**config.mk**
```make
export PLATFORM = sky130hd
export DESIGN_NAME = display_scan_ctrl
export DESIGN_NICKNAME = d
export VERILOG_FILES = /design/src/rtl/display_scan_ctrl.sv
export SDC_FILE = /design/constraint.sdc
export NUM_CORES = 1
export LEC_CHECK = 0
export CAP_MARGIN = 10
export CORE_UTILIZATION = 54
export DETAILED_ROUTE_END_ITERATION = 7
export PLACE_DENSITY_LB_ADDON = 0.05
export SLEW_MARGIN = 15
export SYNTH_ARGS = -nofsm -noshare
export SYNTH_HDL_FRONTEND = slang
export SYNTH_SLANG_ARGS = --single-unit
```
**constraint.sdc**
```tcl
create_clock -name i_clk -period 4.04 [get_ports i_clk]
set_input_delay 0.808 -clock i_clk [delete_from_list [all_inputs] [get_ports i_clk]]
set_output_delay 0.808 -clock i_clk [all_outputs]
set_load 0.005 [all_outputs]
```
**src/rtl/display_scan_ctrl.sv**
```systemverilog
// Scan controller for a 4-digit common-anode 7-segment display showing two 0..63 values.
// Buffer swaps happen only at frame starts, so a frame never mixes old and new digits.
module display_scan_ctrl #(
  parameter int unsigned CLK_DIV   = 50000,
  parameter int unsigned BLANK_CYC = 16,
  parameter bit          LZB       = 1'b0
) (
  input  logic       i_clk,
  input  logic       i_rst,
  input  logic       i_en,
  input  logic       i_load,
  input  logic [5:0] i_val_a,
  input  logic [5:0] i_val_b,
  output logic [6:0] o_seg,
  output logic [3:0] o_dig_en,
  output logic       o_frame_done
);

  localparam int unsigned CntMax = (CLK_DIV > BLANK_CYC) ? CLK_DIV : BLANK_CYC;
  localparam int unsigned CntW   = (CntMax > 1) ? $clog2(CntMax) : 1;

  typedef enum logic [1:0] {StIdle, StBlank, StShow} state_t;

  state_t           r_state;
  logic [1:0]       r_slot;
  logic [CntW-1:0]  r_cnt;
  logic [5:0]       r_act_a, r_act_b;
  logic [5:0]       r_pend_a, r_pend_b;
  logic             r_pend_vld;

  // Values the active buffer takes at a frame start; a coincident load bypasses pending.
  logic [5:0] w_sw_a, w_sw_b;
  assign w_sw_a = i_load ? i_val_a : (r_pend_vld ? r_pend_a : r_act_a);
  assign w_sw_b = i_load ? i_val_b : (r_pend_vld ? r_pend_b : r_act_b);

  function automatic logic [6:0] digit_pat(input logic [3:0] d);
    logic [6:0] p;
    unique case (d)
      4'd0:    p = 7'h01;
      4'd1:    p = 7'h4F;
      4'd2:    p = 7'h12;
      4'd3:    p = 7'h06;
      4'd4:    p = 7'h4C;
      4'd5:    p = 7'h24;
      4'd6:    p = 7'h20;
      4'd7:    p = 7'h0F;
      4'd8:    p = 7'h00;
      4'd9:    p = 7'h04;
      default: p = 7'h7F;
    endcase
    return p;
  endfunction

  // Odd slots are tens digits; slots 2/3 belong to value B.
  function automatic logic [6:0] seg_for(input logic [1:0] slot, input logic [5:0] a,
                                         input logic [5:0] b);
    logic [5:0] v;
    logic [3:0] tens, units;
    logic [6:0] p;
    v     = slot[1] ? b : a;
    tens  = 4'(v / 6'd10);
    units = 4'(v % 6'd10);
    if (slot[0]) p = (LZB && (tens == 4'd0)) ? 7'h7F : digit_pat(tens);
    else         p = digit_pat(units);
    return p;
  endfunction

  always_ff @(posedge i_clk) begin
    if (i_rst) begin
      r_state      <= StIdle;
      r_slot       <= 2'd0;
      r_cnt        <= '0;
      r_act_a      <= 6'd0;
      r_act_b      <= 6'd0;
      r_pend_a     <= 6'd0;
      r_pend_b     <= 6'd0;
      r_pend_vld   <= 1'b0;
      o_seg        <= 7'h7F;
      o_dig_en     <= 4'hF;
      o_frame_done <= 1'b0;
    end else begin
      o_frame_done <= 1'b0;
      if (i_load) begin
        r_pend_a   <= i_val_a;
        r_pend_b   <= i_val_b;
        r_pend_vld <= 1'b1;
      end
      unique case (r_state)
        StIdle: begin
          o_seg    <= 7'h7F;
          o_dig_en <= 4'hF;
          r_slot   <= 2'd0;
          r_cnt    <= '0;
          if (i_en) begin
            r_state    <= StBlank;
            r_act_a    <= w_sw_a;
            r_act_b    <= w_sw_b;
            r_pend_vld <= 1'b0;
            o_seg      <= seg_for(2'd0, w_sw_a, w_sw_b);
          end
        end
        StBlank: begin
          if (!i_en) begin
            r_state  <= StIdle;
            r_slot   <= 2'd0;
            r_cnt    <= '0;
            o_seg    <= 7'h7F;
            o_dig_en <= 4'hF;
          end else if (r_cnt == CntW'(BLANK_CYC - 1)) begin
            r_state  <= StShow;
            r_cnt    <= '0;
            o_dig_en <= ~(4'b0001 << r_slot);
          end else begin
            r_cnt <= r_cnt + CntW'(1);
          end
        end
        StShow: begin
          if (!i_en) begin
            r_state  <= StIdle;
            r_slot   <= 2'd0;
            r_cnt    <= '0;
            o_seg    <= 7'h7F;
            o_dig_en <= 4'hF;
          end else if (r_cnt == CntW'(CLK_DIV - 1)) begin
            r_state  <= StBlank;
            r_cnt    <= '0;
            r_slot   <= r_slot + 2'd1;
            o_dig_en <= 4'hF;
            if (r_slot == 2'd3) begin
              o_frame_done <= 1'b1;
              r_act_a      <= w_sw_a;
              r_act_b      <= w_sw_b;
              r_pend_vld   <= 1'b0;
              o_seg        <= seg_for(2'd0, w_sw_a, w_sw_b);
            end else begin
              o_seg <= seg_for(r_slot + 2'd1, r_act_a, r_act_b);
            end
          end else begin
            r_cnt <= r_cnt + CntW'(1);
          end
        end
        default: begin
          r_state  <= StIdle;
          r_slot   <= 2'd0;
          r_cnt    <= '0;
          o_seg    <= 7'h7F;
          o_dig_en <= 4'hF;
        end
      endcase
    end
  end

endmodule
```
==> results of run 1 <==
[stage by stage]
step | hold slack [ps] | util | area (um2) | power, mW
2_1_floorplan | 417.5 | - | 3960 | 0.9740
3_3_place_gp | 434.6 | 0.6341 | 4403 | 1.101
5_1_grt | 476.9 | 0.6614 | 4593 | 1.706
4_1_cts | 462.0 | 0.6611 | 4591 | 1.623
6_report | 451.2 | 0.6614 | 4593 | 1.615
3_5_place_dp | 447.4 | 0.6341 | 4403 | 1.110
[how the worst max path moves through the flow]
stage	from	to	slack, ps	cells after the start
2_1_floorplan	r_slot[0]	o_seg[3]	6	18
3_3_place_gp	i_load	o_seg[4]	210	16
3_5_place_dp	i_load	o_seg[4]	110	16
4_1_cts	r_slot[1]	o_seg[3]	220	16
5_1_grt	r_slot[1]	o_seg[3]	5	16
6_report	r_slot[1]	o_seg[3]	190	16
[worst register-to-register path, cell delays in order (launching register included)]
cell and delay [ps]:
dfxtp_1 340, inv_1 60, ha_1 370, mux2_4 370, inv_2 70, ha_1 270, or4_4 550, o311ai_2 130
nor2_4 90, a21oi_1 150, a31o_2 160, inv_1 80, ha_1 240, a221o_1 340, a211oi_1 330, o31a_1 170
o2bb2ai_1 50
[state kept, by name (all words and copies together), names as in the netlist]
signal	flops
r_cnt	16
o_seg	7
r_act_a	6
r_act_b	6
r_pend_a	6
r_pend_b	6
o_dig_en	4
r_slot	2
r_state	2
o_frame_done	1
r_pend_vld	1
[what timing repair did]
| item | in CTS | in global routing |
|---|---|---|
| resized for setup | 0 | 1 |
| buffers inserted | 0 | 0 |
| endpoints found under the setup margin | 0 | 1 |
[logic make-up (layout without fill, tap and decap cells)]
| kind of cell | count (synthesis) | after routing |
|---|---|---|
| flops | 57 | 57 |
| mux | 32 | 32 |
| simple gates | 183 | 183 |
| buf+inv | 41 | 88 |
| fa+ha+maj | 25 | 25 |
| xor+xnor | 21 | 21 |
| compound gates | 125 | 125 |
[placed cells by master, fill, tap and decap left out, types with 3 or more instances in the layout]
| cell type | netlist | final |
|---|---|---|
| nor3_1 | 9 | 9 |
| clkdlybuf4s50_1 | 0 | 27 |
| inv_1 | 20 | 20 |
| a211oi_1 | 9 | 9 |
| inv_2 | 3 | 3 |
| o21a_1 | 6 | 6 |
| nor2_1 | 71 | 71 |
| a21o_1 | 4 | 4 |
| mux2_4 | 4 | 4 |
| and3_1 | 3 | 3 |
| a211oi_2 | 3 | 3 |
| o22ai_1 | 4 | 4 |
| dfxtp_1 | 57 | 56 |
| nand3_1 | 18 | 18 |
| nand4_1 | 8 | 8 |
| o31a_1 | 3 | 3 |
| clkbuf_8 | 0 | 9 |
| mux2i_1 | 23 | 23 |
| xor2_1 | 10 | 10 |
| buf_4 | 1 | 22 |
| nand2b_1 | 19 | 19 |
| o21ai_1 | 6 | 6 |
| nor4_1 | 4 | 4 |
| xnor2_1 | 11 | 11 |
| a22oi_1 | 3 | 3 |
| nand2_1 | 32 | 31 |
| o221ai_1 | 3 | 3 |
| o211ai_1 | 4 | 4 |
| a21oi_1 | 37 | 37 |
| o21ai_2 | 3 | 3 |
| ha_1 | 25 | 25 |
| o21ai_0 | 16 | 16 |
[final cells by class]
cell class / instances / area, um2
clock buffer: 11 / 131.4
clock inverter: 5 / 56.30
fill: 610 / 2351
inverter: 23 / 86.33
multi-input combinational: 386 / 2621
sequential: 57 / 1142
tap: 96 / 120.1
timing repair buffer: 49 / 435.4
[power groups by stage]
stage | logic, mW | registers [mW] | clock network, mW
2_1_floorplan | 0.352 | 0.622 | 0
3_3_place_gp | 0.472 | 0.629 | 0
3_5_place_dp | 0.481 | 0.629 | 0
4_1_cts | 0.484 | 0.617 | 0.522
5_1_grt | 0.539 | 0.621 | 0.546
6_report | 0.488 | 0.617 | 0.510
[metal layers]
layer	up-vias	global-route usage
met5	-	0
li1	1828	-
met1	1705	0.3399
met4	0	0.08942
met3	14	0.05213
met2	84	0.4205
==> reports/metrics.cfg, run 1 <==
[clocking]
cts-hold-fix-buffers=0
clkSinkCount=57
ctsLongestPathBuffers=2
clk_pin_slew_ps=60
cts_root_buf=clkbuf_8
htreeDepth=3
cts_tree=done
cts-buffers-inserted=9
clock_latency_ps=340

[floorplan]
start_util=0.5683
die_h_um=87.49
die_x_um=87.49
num_io_pins=28
fp-row-count=30
die_area_um2=7654
core_area_um2=6944

[place]
placed_cells=611
dp_hpwl_um=6924
gp_congestion=0.8724
io_buffers=27
pre_cts_ws_ps=107.2

[route]
met2_wirelength_um=4279
postRouteAntennaNets=0
drtIter0Drc=142
via_per_inst=5.791
drc_errors=0
wl_um=9118
vias=3631
first_pass_iters=5
routed-wl-met3_um=373
met1Wirelength_um=4341
top_layer=met4
wl_per_cell_um=14.54

[synth]
synth_simple_gate_area_frac=0.2248
ys_types=71
synth_edf_count=0
synth_top_area_share=0.2892
muxShareOfSynthArea=0.09353
synth.avg_cell_area_um2=8.153
synth_compound_area_frac=0.2194
yosys-top-cells-count=71 x nor2_1, 57 x dfxtp_1, 37 x a21oi_1
synthArstFlopShare=0
synth_seq_area_share=0.2892
yosys_warnings=0
synth_cells=484
synthesis.nets=525
synth_flop_cell=dfxtp_1
synth_xor_area_frac=0.04661
synthTopCellsByArea=dfxtp_1 29%, ha_1 7.9%, nor2_1 6.8%
synthesis.area_um2=3946
synth_fa_ha_area_frac=0.07926
synth_top_family_by_area=simple AND/OR/NAND/NOR gates
yosysMostFrequentCell=nor2_1
yosysTopAreaCell=dfxtp_1
synth-seq-cells=57

[finish]
num_antenna_cells=0
drive_above_1_share=0.1356
final_cells=627
area_growth_pct=16.39
nNetsFinal=567

[critical_path]
start_kind=flop
r2r_slack_ps=190
crit_fanout=7
cp_num_buf_inv=3
crit_type=flop to flop
critical_path_arrival_ps=4080
rr_startpoint=r_slot[1]
crit_family=compound AO/OA/AOI/OAI gates
reg2reg_depth=16
crit_slowest_cell=or4_4
max_stage_delay_ps=550
critPathCaptureType=flop
required_ps=4260
worstPathCellList=inv_1 -> ha_1 -> mux2_4 -> inv_2 -> ha_1 -> or4_4 -> o311ai_2 -> nor2_4 -> a21oi_1 -> a31o_2 -> inv_1 -> ha_1 -> a221o_1 -> a211oi_1 -> o31a_1 -> o2bb2ai_1
rr_endpoint=o_seg[3]
cpMostUsedCell=ha_1

[pwr]
pwr-share-comb=0.302
vdd_ir_drop_max_v=0.0002137
seqPwrFrac=0.382
powerDensity_nw_per_um2=351.7
switchingPower_uw=521.1
clockPowerShare=0.316
p_leak_nw=1.731
switching_share=0.3226
p_int_mw=1.094

[sta]
period_share=0.9539
maxSlewViolCount=0
post-route-min-period_ps=3854
worstMarginPinSlew_ps=613.7
hold_viol_final=0
finClkSkew_ps=8.966
rsz0062_at_grt=false
finalSetupViolCount=0
fmax_mhz=259.5
tns_ps=0
max-slew-margin-rel=0.5896
setup_slack_ps=186.2

[hold_path]
hold_start=r_cnt[0]
min_path_cells=1
min_to=r_cnt[0]
hp-class=flop to flop

[grt]
overflow=0
grt_first_pass_wirelength_um=15550
grt_max_degree=33
grt_pass1_vias=3408
antenna_found_initial=0
grtUsageTotal=0.2585

[job]
maxCapViolCount=0

[status]
outcome=completed

Power figures use the tool's default switching activity.
==> run 2: changes to the inputs <==
--- a/config.mk
+++ b/config.mk
@@ -7,6 +7,7 @@
 export LEC_CHECK = 0
 export CAP_MARGIN = 10
 export CORE_UTILIZATION = 54
+export CTS_CLUSTER_DIAMETER = 200
 export DETAILED_ROUTE_END_ITERATION = 7
 export PLACE_DENSITY_LB_ADDON = 0.05
 export SLEW_MARGIN = 15
==> results of run 2 <==
Final layout, timing and power as in run 1 (identical DEF).
